File: config.mk
export PLATFORM = sky130hd
export DESIGN_NAME = serial_pkt_rx
export DESIGN_NICKNAME = d
export VERILOG_FILES = /design/src/rtl/serial_rx_pkg.sv /design/src/rtl/bit_unstuffer.sv /design/src/rtl/serial_rx_reg.sv /design/src/rtl/serial_pkt_rx.sv
export SDC_FILE = /design/constraint.sdc
export NUM_CORES = 1
export LEC_CHECK = 0
export CAP_MARGIN = 20
export CORE_MARGIN = 1
export CORE_UTILIZATION = 55
export CTS_BUF_LIST = sky130_fd_sc_hd__clkbuf_4
export DETAILED_ROUTE_END_ITERATION = 16
export PLACE_DENSITY = 0.87
export SLEW_MARGIN = 20
export SYNTH_ARGS = -nofsm -noshare
export SYNTH_HDL_FRONTEND = slang
export SYNTH_SLANG_ARGS = --single-unit
File: constraint.sdc
create_clock -name clk -period 2.3 [get_ports clk]
set_input_delay 0.46 -clock clk [delete_from_list [all_inputs] [get_ports clk]]
set_output_delay 0.46 -clock clk [all_outputs]
set_load 0.005 [all_outputs]
File: src/rtl/serial_rx_pkg.sv
// Purpose: shared types and constants for the serial packet receiver.
// Latency: n/a (types only).
// Backpressure: n/a.
package serial_rx_pkg;

  // Receiver control states.
  typedef enum logic [1:0] {
    IDLE = 2'd0,
    RECV = 2'd1,
    ERR  = 2'd2
  } rx_state_t;

  // Error codes reported on err_code.
  typedef enum logic [1:0] {
    ERR_NONE    = 2'd0,
    ERR_STUFF   = 2'd1,
    ERR_OVERRUN = 2'd2,
    ERR_ALIGN   = 2'd3
  } rx_err_t;

  // SYNC byte as assembled LSB-first (line order 0,0,0,0,0,0,0,1).
  localparam logic [7:0] SYNC_DEFAULT = 8'h80;

  // LSB-first shift: the newest line bit enters at the top, so after eight
  // shifts the first bit on the line sits in bit 0.
  function automatic logic [7:0] lsb_shift(input logic [7:0] sr, input logic b);
    return {b, sr[7:1]};
  endfunction

endpackage

File: src/rtl/bit_unstuffer.sv
// Purpose: removes the 0 inserted after STUFF_LEN consecutive 1s; flags a 1 there.
// Latency: combinational data path; only the ones counter is registered.
// Backpressure: none; every qualified input bit is consumed or discarded at once.
// Ports: bit_i/bit_en_i line bit + strobe, clr_ones_i hold counter at 0,
//        preset_one_i load counter with 1, data_bit_o/data_en_o payload bit,
//        stuff_err_o a 1 where a stuffed 0 was due.
module bit_unstuffer #(
  parameter int STUFF_LEN = 6
) (
  input  logic clk_i,
  input  logic rst_b_i,
  input  logic bit_i,
  input  logic bit_en_i,
  input  logic clr_ones_i,
  input  logic preset_one_i,
  output logic data_bit_o,
  output logic data_en_o,
  output logic stuff_err_o
);

  localparam int OW = $clog2(STUFF_LEN + 1);

  logic [OW-1:0] ones_q, ones_d;
  logic          at_limit;

  assign at_limit    = (ones_q == OW'(STUFF_LEN));
  assign data_bit_o  = bit_i;
  // At the limit the bit is a stuffing slot: never payload.
  assign data_en_o   = bit_en_i && !at_limit;
  assign stuff_err_o = bit_en_i && at_limit && bit_i;

  always_comb begin
    ones_d = ones_q;
    if (preset_one_i) begin
      // The SYNC ends in a 1, which counts toward the first run of ones.
      ones_d = OW'(1);
    end else if (clr_ones_i) begin
      ones_d = '0;
    end else if (bit_en_i) begin
      if (at_limit || !bit_i) begin
        ones_d = '0;
      end else begin
        ones_d = ones_q + OW'(1);
      end
    end
  end

  always_ff @(posedge clk_i or negedge rst_b_i) begin
    if (!rst_b_i) begin
      ones_q <= '0;
    end else begin
      ones_q <= ones_d;
    end
  end

endmodule

File: src/rtl/serial_rx_reg.sv
// Purpose: generic enabled register with asynchronous active-low clear.
// Latency: 1 cycle from en_i/d_i to q_o.
// Backpressure: none; loads whenever en_i is high.
// Ports: clk_i clock, rst_b_i async clear, en_i load enable, d_i/q_o data.
module serial_rx_reg #(
  parameter int W = 8
) (
  input  logic         clk_i,
  input  logic         rst_b_i,
  input  logic         en_i,
  input  logic [W-1:0] d_i,
  output logic [W-1:0] q_o
);

  always_ff @(posedge clk_i or negedge rst_b_i) begin
    if (!rst_b_i) begin
      q_o <= '0;
    end else if (en_i) begin
      q_o <= d_i;
    end
  end

endmodule

File: src/rtl/serial_pkt_rx.sv
// Purpose: LSB-first serial packet receiver: SYNC hunt, bit unstuffing, byte
//          assembly, packet start/done/error reporting.
// Latency: pkt_start/pkt_done/pkt_err and byte_valid rise 1 cycle after the
//          bit or eop that causes them.
// Backpressure: one held byte on valid/ready; a byte completing while the held
//          byte is unaccepted is dropped and reported as ERR_OVERRUN.
// Ports: clk, rst_b (async active-low); bit_in/bit_en line bit + strobe; eop
//        end-of-packet strobe; byte_out/byte_valid/byte_ready byte handshake;
//        pkt_start/pkt_done/pkt_err one-cycle pulses; err_code last error
//        (held until next pkt_start); byte_cnt saturating per-packet count.
// Build option: define SERIAL_RX_NRZI_DECODE_EN to NRZI-decode bit_in
//        (no transition = 1) before all other processing.
module serial_pkt_rx
  import serial_rx_pkg::*;
#(
  parameter logic [7:0] SYNC_PAT  = SYNC_DEFAULT,
  parameter int         STUFF_LEN = 6,
  parameter int         CNT_W     = 7
) (
  input  logic             clk,
  input  logic             rst_b,
  input  logic             bit_in,
  input  logic             bit_en,
  input  logic             eop,
  output logic [7:0]       byte_out,
  output logic             byte_valid,
  input  logic             byte_ready,
  output logic             pkt_start,
  output logic             pkt_done,
  output logic             pkt_err,
  output logic [1:0]       err_code,
  output logic [CNT_W-1:0] byte_cnt
);

  rx_state_t        state_q, state_d;
  logic             rx_bit;
  logic [7:0]       win_q, win_d, win_shift;
  logic             win_en;
  logic             sync_hit;
  logic             ub_en;
  logic             data_bit, data_en, stuff_err;
  logic [2:0]       bitcnt_q, bitcnt_d;
  logic [7:0]       sr_q, sr_d, sr_shift;
  logic             load;
  logic             byte_valid_q, byte_valid_d;
  logic [CNT_W-1:0] cnt_q, cnt_d;
  logic             start_q, start_d;
  logic             done_q, done_d;
  logic             err_q, err_d;
  rx_err_t          code_q, code_d;

  // ---------------------------------------------------------------------------
  // Line decode
  // ---------------------------------------------------------------------------
`ifdef SERIAL_RX_NRZI_DECODE_EN
  logic prev_line_q;

  // The line idles high, so every packet boundary restarts from 1.
  always_ff @(posedge clk or negedge rst_b) begin
    if (!rst_b) begin
      prev_line_q <= 1'b1;
    end else if (eop) begin
      prev_line_q <= 1'b1;
    end else if (bit_en) begin
      prev_line_q <= bit_in;
    end
  end

  assign rx_bit = (bit_in == prev_line_q);
`else
  assign rx_bit = bit_in;
`endif

  // ---------------------------------------------------------------------------
  // SYNC hunt window (only shifts while idle; cleared on a hit)
  // ---------------------------------------------------------------------------
  assign win_shift = lsb_shift(win_q, rx_bit);
  assign sync_hit  = (state_q == IDLE) && bit_en && (win_shift == SYNC_PAT);
  assign win_en    = (state_q == IDLE) && bit_en;
  assign win_d     = sync_hit ? 8'h00 : win_shift;

  serial_rx_reg #(.W(8)) u_win_reg (
    .clk_i   (clk),
    .rst_b_i (rst_b),
    .en_i    (win_en),
    .d_i     (win_d),
    .q_o     (win_q)
  );

  // ---------------------------------------------------------------------------
  // Unstuffing: eop wins over a same-cycle bit, so that bit never reaches it.
  // ---------------------------------------------------------------------------
  assign ub_en = (state_q == RECV) && bit_en && !eop;

  bit_unstuffer #(.STUFF_LEN(STUFF_LEN)) u_unstuff (
    .clk_i        (clk),
    .rst_b_i      (rst_b),
    .bit_i        (rx_bit),
    .bit_en_i     (ub_en),
    .clr_ones_i   (state_q != RECV),
    .preset_one_i (sync_hit),
    .data_bit_o   (data_bit),
    .data_en_o    (data_en),
    .stuff_err_o  (stuff_err)
  );

  assign sr_shift = lsb_shift(sr_q, data_bit);

  // ---------------------------------------------------------------------------
  // Control FSM (next state and pulses)
  // ---------------------------------------------------------------------------
  always_comb begin
    state_d  = state_q;
    bitcnt_d = bitcnt_q;
    sr_d     = sr_q;
    load     = 1'b0;
    cnt_d    = cnt_q;
    code_d   = code_q;
    start_d  = 1'b0;
    done_d   = 1'b0;
    err_d    = 1'b0;

    unique case (state_q)
      IDLE: begin
        if (sync_hit) begin
          state_d  = RECV;
          start_d  = 1'b1;
          cnt_d    = '0;
          code_d   = ERR_NONE;
          bitcnt_d = '0;
        end
      end

      RECV: begin
        if (eop) begin
          state_d = IDLE;
          if (bitcnt_q == 3'd0) begin
            done_d = 1'b1;
          end else begin
            err_d  = 1'b1;
            code_d = ERR_ALIGN;
          end
        end else if (stuff_err) begin
          err_d   = 1'b1;
          code_d  = ERR_STUFF;
          state_d = ERR;
        end else if (data_en) begin
          sr_d     = sr_shift;
          bitcnt_d = bitcnt_q + 3'd1;  // wraps to 0 on the 8th bit
          if (bitcnt_q == 3'd7) begin
            // The holding slot is free if empty or being drained this cycle.
            if (!byte_valid_q || byte_ready) begin
              load = 1'b1;
              if (cnt_q != {CNT_W{1'b1}}) begin
                cnt_d = cnt_q + CNT_W'(1);
              end
            end else begin
              err_d   = 1'b1;
              code_d  = ERR_OVERRUN;
              state_d = ERR;
            end
          end
        end
      end

      ERR: begin
        if (eop) begin
          state_d = IDLE;
        end
      end

      default: state_d = IDLE;
    endcase
  end

  // ---------------------------------------------------------------------------
  // Output byte holding register and handshake
  // ---------------------------------------------------------------------------
  serial_rx_reg #(.W(8)) u_byte_reg (
    .clk_i   (clk),
    .rst_b_i (rst_b),
    .en_i    (load),
    .d_i     (sr_shift),
    .q_o     (byte_out)
  );

  // A load in the acceptance cycle keeps valid high for the new byte.
  assign byte_valid_d = load || (byte_valid_q && !byte_ready);

  always_ff @(posedge clk or negedge rst_b) begin
    if (!rst_b) begin
      state_q      <= IDLE;
      bitcnt_q     <= '0;
      sr_q         <= '0;
      byte_valid_q <= 1'b0;
      cnt_q        <= '0;
      code_q       <= ERR_NONE;
      start_q      <= 1'b0;
      done_q       <= 1'b0;
      err_q        <= 1'b0;
    end else begin
      state_q      <= state_d;
      bitcnt_q     <= bitcnt_d;
      sr_q         <= sr_d;
      byte_valid_q <= byte_valid_d;
      cnt_q        <= cnt_d;
      code_q       <= code_d;
      start_q      <= start_d;
      done_q       <= done_d;
      err_q        <= err_d;
    end
  end

  assign byte_valid = byte_valid_q;
  assign pkt_start  = start_q;
  assign pkt_done   = done_q;
  assign pkt_err    = err_q;
  assign err_code   = code_q;
  assign byte_cnt   = cnt_q;

endmodule

==> key figures <==
Clock tree
  • Post-cts sizing count: 0
  • CTS root buffer: clkbuf_4
  • CTS H-tree depth: 2
  • Post-CTS Setup Inserts: 0
  • Clock sink count: 43
  • Post-CTS Hold Buffers: 0
  • CTS clock-pin slew for the worst setup and hold paths: 0.13 ns
  • CTS tree: done
  • Clk buf depth: 2
  • Clock latency on the worst-skew pair: ~0.37 ns
  • CTS Buf Count: 5

Synthesis
  • Ranking of synthesized cells by area: dfrtp_1 55%, mux2_2 8.1%, nand2_1 7.1%
  • Synth Flop Type: dfrtp_1
  • Syn Area/Cell: 11.12 sq um
  • Yosys cell types: 36
  • Post-synthesis sequential area ratio: roughly 55%
  • Ys async rst share: 100.0%
  • Syn nets: 187
  • EDFF count, synth: 0
  • Post-synth top area share: 55.31%
  • Yosys warns: 0
  • Cell area after synthesis: 1946 sq um
  • Synthesized netlist cell count: 175
  • FF+latch count, synth: 43
  • Post-synth top area cell: dfrtp_1

Global route
  • Largest net degree at the start of global routing: 44
  • Global-route wire length before repair: 6196 microns
  • Vias in the first global route: 1,377
  • Overflow after GRT: 0
  • Antenna violations before repair: 0
  • Global Route Usage Sum: between 20% and 30%

Placed design
  • PortBufs: 26
  • GP Congestion: 0.8957
  • HPWL Detailed: 2698 microns
  • DP Area: 2311 sq um

Floorplan
  • IO Pins: 27
  • Die Width: 61.48 microns
  • Core area: 3363 sq um
  • Total die area: 3779 sq um
  • Initial Util: between 50 and 60%
  • Row cnt: 21
  • Chip height: 61.48 microns

Cells and area
  • Area grow syn2layout: 24.18%
  • Design area: 2416 sq um
  • Layout cell share with drive strength beyond 1: 16.74%
  • Fillers: 262
  • Commonest non-fill, non-tap cell in the layout: dfrtp_1
  • Most frequent cells in the layout: 43 x dfrtp_1, 37 x nand2_1, 25 x clkdlybuf4s50_1
  • N_diodes: 0
  • Layout Nets: roughly 230
  • Util after Layout: 71.84%

STA
  • Final Hold Vio Count: 0
  • Final Setup Violations: 0
  • Period Utilization, post-route: 82.56%
  • Hold slack final: about 0.21 ns
  • Slew Viols, Final: 0
  • Max Clock Skew: between 0.015 and 0.02 ns
  • Worst slew margin: between 30 and 40%
  • Worst-margin pin slew: about 0.92 ns
  • Max Clock Freq: approximately 530 MHz
  • Unrepaired setup endpoints after global routing: false
  • Final critical-path required period: 1.899 ns
  • Total negative slack: 0 ns

Setup path
  • Setup crit start: state_q[0]
  • Setup crit start kind: register
  • Worst EP required: 2.61 ns
  • CP Class: register to register
  • Crit. End Element: register
  • Worst-path fanout max: 10
  • Crit path arrival time: 2.21 ns
  • Worst flop-to-flop path startpoint: state_q[0]

Detailed routing
  • Routed Antenna Nets: 0
  • Iter 0 DRT Violations: 62
  • Final wirelength: around 3700 microns
  • Pre-Repair DR Iteration Count: 4
  • Vias per Instance: 5.475
  • Wire per inst: 14.26 microns
  • Post-route DRC: 0
  • Vias: 1,429

Pwr
  • Tot Pwr: 1.732 mW
  • Peak supply drop: 0.0004901 V
  • Leakage: approximately 1.1 nW
  • Power Density: 716.8 nW/um^2

Run status
  • Status: completed

Hold path
  • Type of the tightest min-delay check: input port to async pin

Run
  • Max-cap violations: 0
stage by stage:
step           cells  setup WS [ns]
6_report         261         0.4011
5_1_grt          261         0.2250
4_1_cts          261         0.3826
3_5_place_dp     253        0.05612
3_3_place_gp     253         0.1247
2_1_floorplan    175         0.4952
critical path: stages (launching register included):
cell,delay (ns)
dfrtp_1,0.63
and4bb_2,0.32
nand2_1,0.17
or4_1,0.56
a21oi_1,0.16
report_power, final:
part,leakage (nW),internal [mW],switching (mW)
clock,0.0559,0.351,0.243
sequential,0.587,0.828,0.0633
combinational,0.499,0.128,0.119
total,1.14,1.31,0.425
synthesized netlist by cell type (3+ instances only):
cell type and n:
a21oi_1 7, ha_1 6, o31ai_1 4, dfrtp_1 43, nand2_1 37, mux2i_1 3, nor2_1 9, inv_1 7
o21ai_0 3, nand3_1 9, nor2b_1 3, mux2_2 14
state kept, by name, summed over array words and instances (netlist names), 2 cells and up:
signal            cells
byte_cnt              7
bitcnt_q              3
u_win_reg.q_o         7
u_unstuff.ones_q      3
err_code              2
state_q               2
u_byte_reg.q_o        8
sr_q                  7
layout make-up:
type / count / area (sq um) / area share [%]
repair buffers: 35 / 322.8 / 13.36
inverters: 7 / 26.28 / 1.088
clock buffers: 6 / 45.04 / 1.864
well taps: 46 / 57.56 / 2.382
clock inverters: 2 / 60.06 / 2.486
flip-flops and latches: 43 / 1076 / 44.54
multi-input cells: 122 / 828.3 / 34.28
per-layer routing:
layer / GRT usage, % / routed length, microns
met1: 29.40 / 1672
met2: 37.42 / 1797
met3: 7.353 / 163
met4: 9.841 / 88
met5: 0 / 0
cell families after synthesis:
kind of cell	Yosys count	synth area share [%]
simple gates	73	19.42
flops	43	55.31
compound gates	25	9.068
mux	18	10.23
buf+inv	10	2.123
fa+ha+maj	6	3.858
path summary, 6_finish.rpt:
| check | to | slack [ns] | depth (start not counted) |
|---|---|---|---|
| worst max-delay path | byte_cnt[3] | 0.40 | 4 |
| worst min-delay path | state_q[1] | 0.21 | 1 |
| worst max register to register | byte_cnt[3] | 0.40 | 4 |
| worst min register to register | sr_q[1] | 0.48 | 2 |
| max in group asynchronous | byte_cnt[6] | 1.51 | 1 |
| min in group clk | sr_q[1] | 0.48 | 2 |
No activity file was read; power rests on OpenSTA's default activity.
